[src/rtl/datapath_pipe.sv]
// Two-stage pipelined datapath: operand-select (ID) stage feeding a registered ALU/flag result stage.
// Define DATAPATH_PIPE_FWD_EN to forward hazard operands instead of stalling for one cycle.
module datapath_pipe #(
  parameter int M = 3,
  parameter int N = 16
) (
  input  logic         clk,
  input  logic         rst,
  input  logic         in_valid,
  output logic         in_ready,
  input  logic [2:0]   op,
  input  logic [M-1:0] ra,
  input  logic [M-1:0] rb,
  input  logic [M-1:0] waddr,
  input  logic         write,
  input  logic         ie,
  input  logic [N-1:0] din,
  input  logic         bypassa,
  input  logic [N-1:0] offset,
  input  logic         flag_en,
  input  logic         oe,
  input  logic         data_en,
  input  logic         addr_en,
  output logic         out_valid,
  output logic [N-1:0] dout,
  output logic [N-1:0] addr,
  output logic         o_flag,
  output logic         z_flag,
  output logic         n_flag
);
  localparam int R = 1 << M;

  logic [N-1:0] rf [R];

  logic         id_valid, id_write, id_ie, id_flag_en, id_oe, id_data_en, id_addr_en;
  logic [2:0]   id_op;
  logic [M-1:0] id_waddr;
  logic [N-1:0] id_a, id_b, id_din;

  logic [N-1:0] alu, result, opa, opb;
  logic         alu_ovf, haz_a, haz_b, accept;

  always_comb begin
    alu     = '0;
    alu_ovf = 1'b0;
    case (id_op)
      3'b000: begin
        alu     = id_a + id_b;
        alu_ovf = (id_a[N-1] == id_b[N-1]) && (alu[N-1] != id_a[N-1]);
      end
      3'b001: begin
        alu     = id_a - id_b;
        alu_ovf = (id_a[N-1] != id_b[N-1]) && (alu[N-1] != id_a[N-1]);
      end
      3'b010: alu = id_a & id_b;
      3'b011: alu = id_a | id_b;
      3'b100: alu = id_a ^ id_b;
      3'b101: alu = ~id_a;
      3'b110: alu = id_b;
      default: begin
        alu     = id_a + N'(1);
        alu_ovf = alu[N-1] & ~id_a[N-1];
      end
    endcase
    result = id_ie ? id_din : alu;
  end

  // An RF read at the same edge as the ID-stage write would see the stale value.
  assign haz_a = id_valid & id_write & ~bypassa & (ra == id_waddr);
  assign haz_b = id_valid & id_write & (rb == id_waddr);

`ifdef DATAPATH_PIPE_FWD_EN
  assign in_ready = rst;
  assign opa      = bypassa ? offset : (haz_a ? result : rf[ra]);
  assign opb      = haz_b ? result : rf[rb];
`else
  assign in_ready = rst & ~(in_valid & (haz_a | haz_b));
  assign opa      = bypassa ? offset : rf[ra];
  assign opb      = rf[rb];
`endif

  assign accept = in_valid & in_ready;

  always_ff @(posedge clk or negedge rst) begin
    if (!rst) begin
      for (int i = 0; i < R; i++) rf[i] <= '0;
      id_valid   <= 1'b0;
      id_write   <= 1'b0;
      id_ie      <= 1'b0;
      id_flag_en <= 1'b0;
      id_oe      <= 1'b0;
      id_data_en <= 1'b0;
      id_addr_en <= 1'b0;
      id_op      <= '0;
      id_waddr   <= '0;
      id_a       <= '0;
      id_b       <= '0;
      id_din     <= '0;
      out_valid  <= 1'b0;
      dout       <= '0;
      addr       <= '0;
      o_flag     <= 1'b0;
      z_flag     <= 1'b0;
      n_flag     <= 1'b0;
    end else begin
      id_valid <= accept;
      if (accept) begin
        id_write   <= write;
        id_ie      <= ie;
        id_flag_en <= flag_en;
        id_oe      <= oe;
        id_data_en <= data_en;
        id_addr_en <= addr_en;
        id_op      <= op;
        id_waddr   <= waddr;
        id_a       <= opa;
        id_b       <= opb;
        id_din     <= din;
      end
      out_valid <= id_valid;
      dout      <= (id_valid & id_oe & id_data_en) ? result : '0;
      addr      <= (id_valid & id_oe & id_addr_en) ? result : '0;
      if (id_valid & id_write) rf[id_waddr] <= result;
      if (id_valid & id_flag_en & ~id_ie) begin
        o_flag <= alu_ovf;
        z_flag <= (result == '0);
        n_flag <= result[N-1];
      end
    end
  end
endmodule

[config.mk]
export PLATFORM = sky130hd
export DESIGN_NAME = datapath_pipe
export DESIGN_NICKNAME = d
export VERILOG_FILES = /design/src/rtl/datapath_pipe.sv
export SDC_FILE = /design/constraint.sdc
export NUM_CORES = 1
export LEC_CHECK = 0
export ABC_CLOCK_PERIOD_IN_PS = 5500
export BUFFER_PORTS_ARGS = -buffer_cell sky130_fd_sc_hd__buf_2
export CAP_MARGIN = 40
export CORE_MARGIN = 4
export CORE_UTILIZATION = 50
export CTS_BUF_LIST = sky130_fd_sc_hd__clkbuf_2 sky130_fd_sc_hd__clkbuf_4 sky130_fd_sc_hd__clkbuf_8
export DETAILED_ROUTE_END_ITERATION = 8
export GPL_TIMING_DRIVEN = 0
export PLACE_DENSITY = 0.68
export SYNTH_ARGS = -nofsm -noshare
export SYNTH_HDL_FRONTEND = slang
export SYNTH_SLANG_ARGS = --single-unit
export TNS_END_PERCENT = 100
[constraint.sdc]
create_clock -name clk -period 5.5 [get_ports clk]
set_clock_uncertainty 0.05 [all_clocks]
set_input_delay 0.275 -clock clk [delete_from_list [all_inputs] [get_ports clk]]
set_output_delay 0.275 -clock clk [all_outputs]
set_load 0.01 [all_outputs]
==> reports/metrics.csv, run 1 <==
metric,value,unit
Mapped Cells,1321,
RSZ-0062 raised after global routing,false,
layout cell share with drive strength beyond 1,22.7,%
Pre-Repair DR Iteration Count,5,
Post-CTS Setup Inserts,0,
Worst R2R Path Depth,11,
Die W,173,um
via count,11400,
gp weighted congestion,0.957,
die area,30000,um^2
Synth Warn #,0,
Mapped Nets,1429,
drt total wl,42.4,mm
Avg Inst Size Synth,10.3,um^2
"Req. time, crit path",5930,ps
status,completed,
Worst Setup Start Kind,register,
compound-cell area share of the yosys netlist,13.1,%
Synth Area in Simple Gates,12.9,%
Post-synth EDFFs,0,
Synth Area in Adders,5.06,%
dpl ws,1020,ps
fin worst setup slack,988,ps
Post-Synth XOR/XNOR Area,1.48,%
library cells used by synthesis,71,
hpwl dp,31.2,mm
Slew Limit Headroom,36.0,%
top_reg_cell synth,dfrtp_1,
Ports,91,
1st-iter DRT viols,977,
Pwr Total,7.36,mW
WP data arrival,4940,ps
Site Rows,60,
leakage,7.15,nW
register area share after synthesis,41.3,%
hold depth,3,
GRT Total Usage,28.2,%
Clock Latency Late Sink,560,ps
via-per-instance ratio,6.09,
CTS tree,done,
Final min period,4510,ps
post-synth top area cell,dfrtp_1,
Resize count post-CTS,0,
Worst-path clk slew,60,ps
Mapped Area,13600,um^2
height of the die,173,um
Setup CP Type,register to register,
largest net degree at the start of global routing,125,
wire per inst,22.7,um
max cap viols,0,
clk root buf,clkbuf_8,
Yosys reg bits,225,
grt ovf,0,
mux cell area share after synthesis,21.8,%
endpoints failing setup,0,
total core area,26900,um^2
Final period util,82.0,%
Area growth syn-to-layout,16.4,%
asr flop ratio synth,100,%
starting density of the core,50.8,%
power per cell area,463,nW/um^2
area share of the largest cell type after synthesis,41.3,%
Diodes inserted,0,
critical path endpoint category,register,
Hold Path Class,primary input to register,
Clock H-tree levels,2,
Synth area leaders,"dfrtp_1, mux4_2, mux2_2",
first-pass GRT wire length,67.0,mm
Total Nets Final,1607,
most common cell in the netlist,dfrtp_1,
largest family of logic cells by synthesized area,multiplexers,
total CTS buffers,39,
Highest Clock Rate,222,MHz
Max Slew Vio Count,0,
total clock sinks,225,
Slew @ Worst Pin,957,ps
clk buf depth,3,
Final Hold Viols,0,
ANT nets after route,0,
setup TNS,0,ps
synth cell count leaders,"dfrtp_1, nand2_1, mux2_2",
maximum vdd drop,273,uV
antenna violations before repair,1,
# hold bufs at CTS,41,
DRC Markers,0,
vias in the first global route,11700,
crit path max fanout,9,
# port buffers,83,
-- metal layers --
layer / share of wire, % / wire (um) / track usage (%) / up-vias
met5: 0.028 / 12 / 0 / -
met4: 3.8 / 1620 / 10.2 / 2
met3: 7.4 / 3140 / 5.02 / 114
met2: 48 / 20400 / 47.1 / 463
met1: 41 / 17200 / 37.4 / 5638
li1: - / - / - / 5155
-- stage by stage --
step | cell area [um^2] | instances | utilization, % | hold slack (ps)
2_1_floorplan | 13600 | 1321 | - | -70.6
3_3_place_gp | 14500 | 1745 | 53.9 | 426
3_5_place_dp | 14700 | 1758 | 54.5 | 337
4_1_cts | 15900 | 1868 | 59.1 | 0.623
5_1_grt | 15900 | 1868 | 59.1 | 40.7
6_report | 15900 | 1868 | 59.1 | 11.7
-- worst paths after layout --
check                                    startpoint                    to  slack [ps]
max in group asynchronous                       rst   rf[124]$_DFFE_PN0P_        4010
worst max-delay path            id_a[1]$_DFFE_PN0P_    z_flag$_DFFE_PN0P_         990
worst min register to register   o_flag$_DFFE_PN0P_    o_flag$_DFFE_PN0P_         430
worst min-delay path                     offset[15]  id_a[15]$_DFFE_PN0P_          10
min in group asynchronous                       rst    rf[65]$_DFFE_PN0P_         300
worst max register to register  id_a[1]$_DFFE_PN0P_    z_flag$_DFFE_PN0P_         990
-- where the power goes --
| part | total (mW) | leakage [nW] | internal [mW] | switching [mW] |
|---|---|---|---|---|
| Clock | 1.62 | 0.437 | 0.914 | 0.705 |
| Combinational | 3.07 | 3.79 | 1.35 | 1.72 |
| Sequential | 2.67 | 2.93 | 2.20 | 0.476 |
| Total | 7.36 | 7.15 | 4.47 | 2.90 |
-- state kept, by name, indices dropped and copies added, names as in the netlist --
signal      cells
id_waddr        3
id_flag_en      1
id_addr_en      1
out_valid       1
o_flag          1
id_valid        1
dout           16
id_oe           1
rf            128
addr           16
z_flag          1
id_a           16
id_din         16
id_b           16
id_op           3
id_ie           1
n_flag          1
id_write        1
id_data_en      1
-- cells in the final DEF, fill, tap and decap left out, drive strengths merged, types with 8 or more instances in the layout --
cell type / synthesis / routed
a21o: 12 / 12
a21oi: 62 / 62
and2: 9 / 9
buf: 24 / 120
clkbuf: 71 / 132
dfrtp: 225 / 225
dlygate4sd3: 0 / 41
ha: 52 / 52
inv: 56 / 57
mux2: 97 / 97
mux2i: 44 / 44
mux4: 64 / 64
nand2: 154 / 154
nand2b: 18 / 18
nand3: 25 / 25
nor2: 84 / 84
nor2b: 15 / 15
nor3: 29 / 29
o211ai: 10 / 10
o21ai: 91 / 91
o22ai: 9 / 9
o31ai: 18 / 18
or3: 8 / 8
xnor2: 21 / 21
-- critical path: stages, from the launching register on --
cell and delay [ps]:
dfrtp_1 580, inv_1 230, fa_1 500, nand2b_1 220
a211oi_1 310, mux2i_1 290, a21o_1 150, a41oi_1 270
or4_1 640, or4b_1 500, or4_1 530, o21ai_1 170
-- cell families after synthesis --
logic type                 after synthesis
adders and majority gates               54
and+or+nand+nor                        382
AOI/OAI and AO/OA                      280
buffers and inverters                  152
xor gates and xnor gates                23
muxes                                  205
DFF                                    225
-- final cells by class --
cell class	instances	area, um^2
plain buffers	96	384
clock buffers	61	746
clock inverters	8	85.1
fillers	2316	11000
inverters	56	210
multi-input cells	944	7420
flip-flops and latches	225	5630
well taps	341	427
repair buffers	137	985
Power figures use the tool's default switching activity.
==> run 2, diff against run 1 <==
ABC_CLOCK_PERIOD_IN_PS = 4200   (was 5500)
clock period = 4.2 ns   (was 5.5 ns; I/O delays follow)
==> run 2 against run 1 <==
Against the previous run:
- clock power rose by 31%
- highest routed layer unchanged
- sequential power rose by 31%
- critical path type unchanged
- cell count up 0.32%
- setup slack lost 850 ps
- total power grew 32%
- sequential share of layout area shrank 0.23 points
- critical path depth rose by 1
- hold slack gained 140 ps
==> reports/metrics.csv, run 2 (synthesis results as in run 1) <==
metric,value,unit
status,completed,
via-per-instance ratio,6.08,
Clock Latency Late Sink,570,ps
Slew @ Worst Pin,949,ps
gp weighted congestion,0.957,
Largest Register,rf,
Area growth syn-to-layout,17.2,%
Worst-path clk slew,60,ps
maximum vdd drop,356,uV
Final period util,96.7,%
"setup slack, reg-to-reg",140,ps
RSZ-0062 raised after global routing,false,
vias in the first global route,11700,
1st-iter DRT viols,1003,
WP data arrival,4480,ps
starting density of the core,50.8,%
Total Nets Final,1613,
antenna violations before repair,1,
total CTS buffers,39,
ANT nets after route,0,
CTS tree,done,
via count,11400,
clk root buf,clkbuf_8,
Pre-Repair DR Iteration Count,7,
endpoints failing setup,0,
Ports,91,
number of flip-flops in the largest register,128,
Site Rows,60,
Highest Clock Rate,246,MHz
Area after DPL,14700,um^2
largest net degree at the start of global routing,125,
Final Hold Viols,0,
die area,30000,um^2
final cell count without fillers,1874,
Worst Setup Start Kind,register,
max cap viols,0,
critical path endpoint category,register,
"most common cell after layout, fill and taps aside",dfrtp_1,
total clock sinks,225,
height of the die,173,um
drt total wl,42.6,mm
clk buf depth,3,
Pwr Total,9.70,mW
"commonest non-fill, non-tap cells in the layout","dfrtp_1, nand2_1, mux2_2",
Slew Limit Headroom,36.5,%
Diodes inserted,0,
power per cell area,606,nW/um^2
Clock H-tree levels,2,
placed cells,1758,
grt ovf,0,
post-route design area,16000,um^2
"Req. time, crit path",4620,ps
Max Slew Vio Count,0,
# port buffers,83,
Die W,173,um
Final min period,4060,ps
first-pass GRT wire length,67.2,mm
wire per inst,22.7,um
fin util,59.5,%
leakage,7.20,nW
Setup CP Type,register to register,
GRT Total Usage,28.4,%
crit path max fanout,4,
DRC Markers,0,
Hold Path Class,primary input to register,
total core area,26900,um^2
hpwl dp,31.2,mm
layout cell share with drive strength beyond 1,23.7,%
[run 2: path summary, 6_finish.rpt]
check | start | endpoint | cells past startpoint
max | id_a[0]$_DFFE_PN0P_ | z_flag$_DFFE_PN0P_ | 12
min | bypassa | id_a[15]$_DFFE_PN0P_ | 4
max reg2reg | id_a[0]$_DFFE_PN0P_ | z_flag$_DFFE_PN0P_ | 12
min reg2reg | o_flag$_DFFE_PN0P_ | o_flag$_DFFE_PN0P_ | 2
max in group asynchronous | rst | rf[124]$_DFFE_PN0P_ | 3
min in group asynchronous | rst | rf[80]$_DFFE_PN0P_ | 2
[run 2: critical path, cell delays in order (launching register included)]
cell,delay [ps]
dfrtp_2,400
ha_2,210
inv_1,60
fa_1,400
nand2b_2,240
a211oi_2,220
mux2i_1,270
a21o_1,160
a41oi_2,220
or4_4,600
or4b_1,500
or4_4,510
o21ai_1,160
[run 2: area by class of cell]
| cell class | instances | area (um^2) |
|---|---|---|
| Inverter | 56 | 210 |
| Timing Repair Buffer | 145 | 1050 |
| Clock buffer | 61 | 746 |
| Clock inverter | 8 | 85.1 |
| Fill cell | 2310 | 10900 |
| Tap cell | 341 | 427 |
| Buffer | 94 | 378 |
| Multi-Input combinational cell | 944 | 7470 |
| Sequential cell | 225 | 5630 |
[run 2: layer usage]
layer | share of wire [%] | routed length (um) | up-vias | track usage (%)
li1 | - | - | 5152 | -
met1 | 41 | 17400 | 5663 | 37.3
met2 | 48 | 20500 | 477 | 47.4
met3 | 7.2 | 3070 | 109 | 5.19
met4 | 3.9 | 1670 | 2 | 10.5
met5 | 0.028 | 12 | - | 0
[run 2: metrics by stage]
| stage | worst slack [ps] | TNS [ps] | hold WS [ps] |
|---|---|---|---|
| after floorplan | 519 | 0 | -136 |
| after global placement | -1820 | -338290 | 393 |
| after detailed placement | -278 | -278 | 272 |
| after CTS | 11.2 | 0 | 133 |
| after global routing | 17.3 | 0 | 228 |
| final | 138 | 0 | 154 |
[run 2: power by group]
group	total (mW)	switching, mW	leakage [nW]	internal (mW)
Sequential	3.49	0.612	2.93	2.88
Combinational	4.08	2.28	3.83	1.81
Clock	2.13	0.933	0.437	1.20
[run 2: timing repair]
| item | 4_1_cts | 5_1_grt |
|---|---|---|
| gates resized for setup | 6 | 10 |
| setup buffers | 1 | 3 |
| hold buffers | 45 | 0 |
| cloned | 0 | 0 |
| hold endpoints to repair | 145 | 0 |
| endpoints found under the setup margin | 1 | 13 |
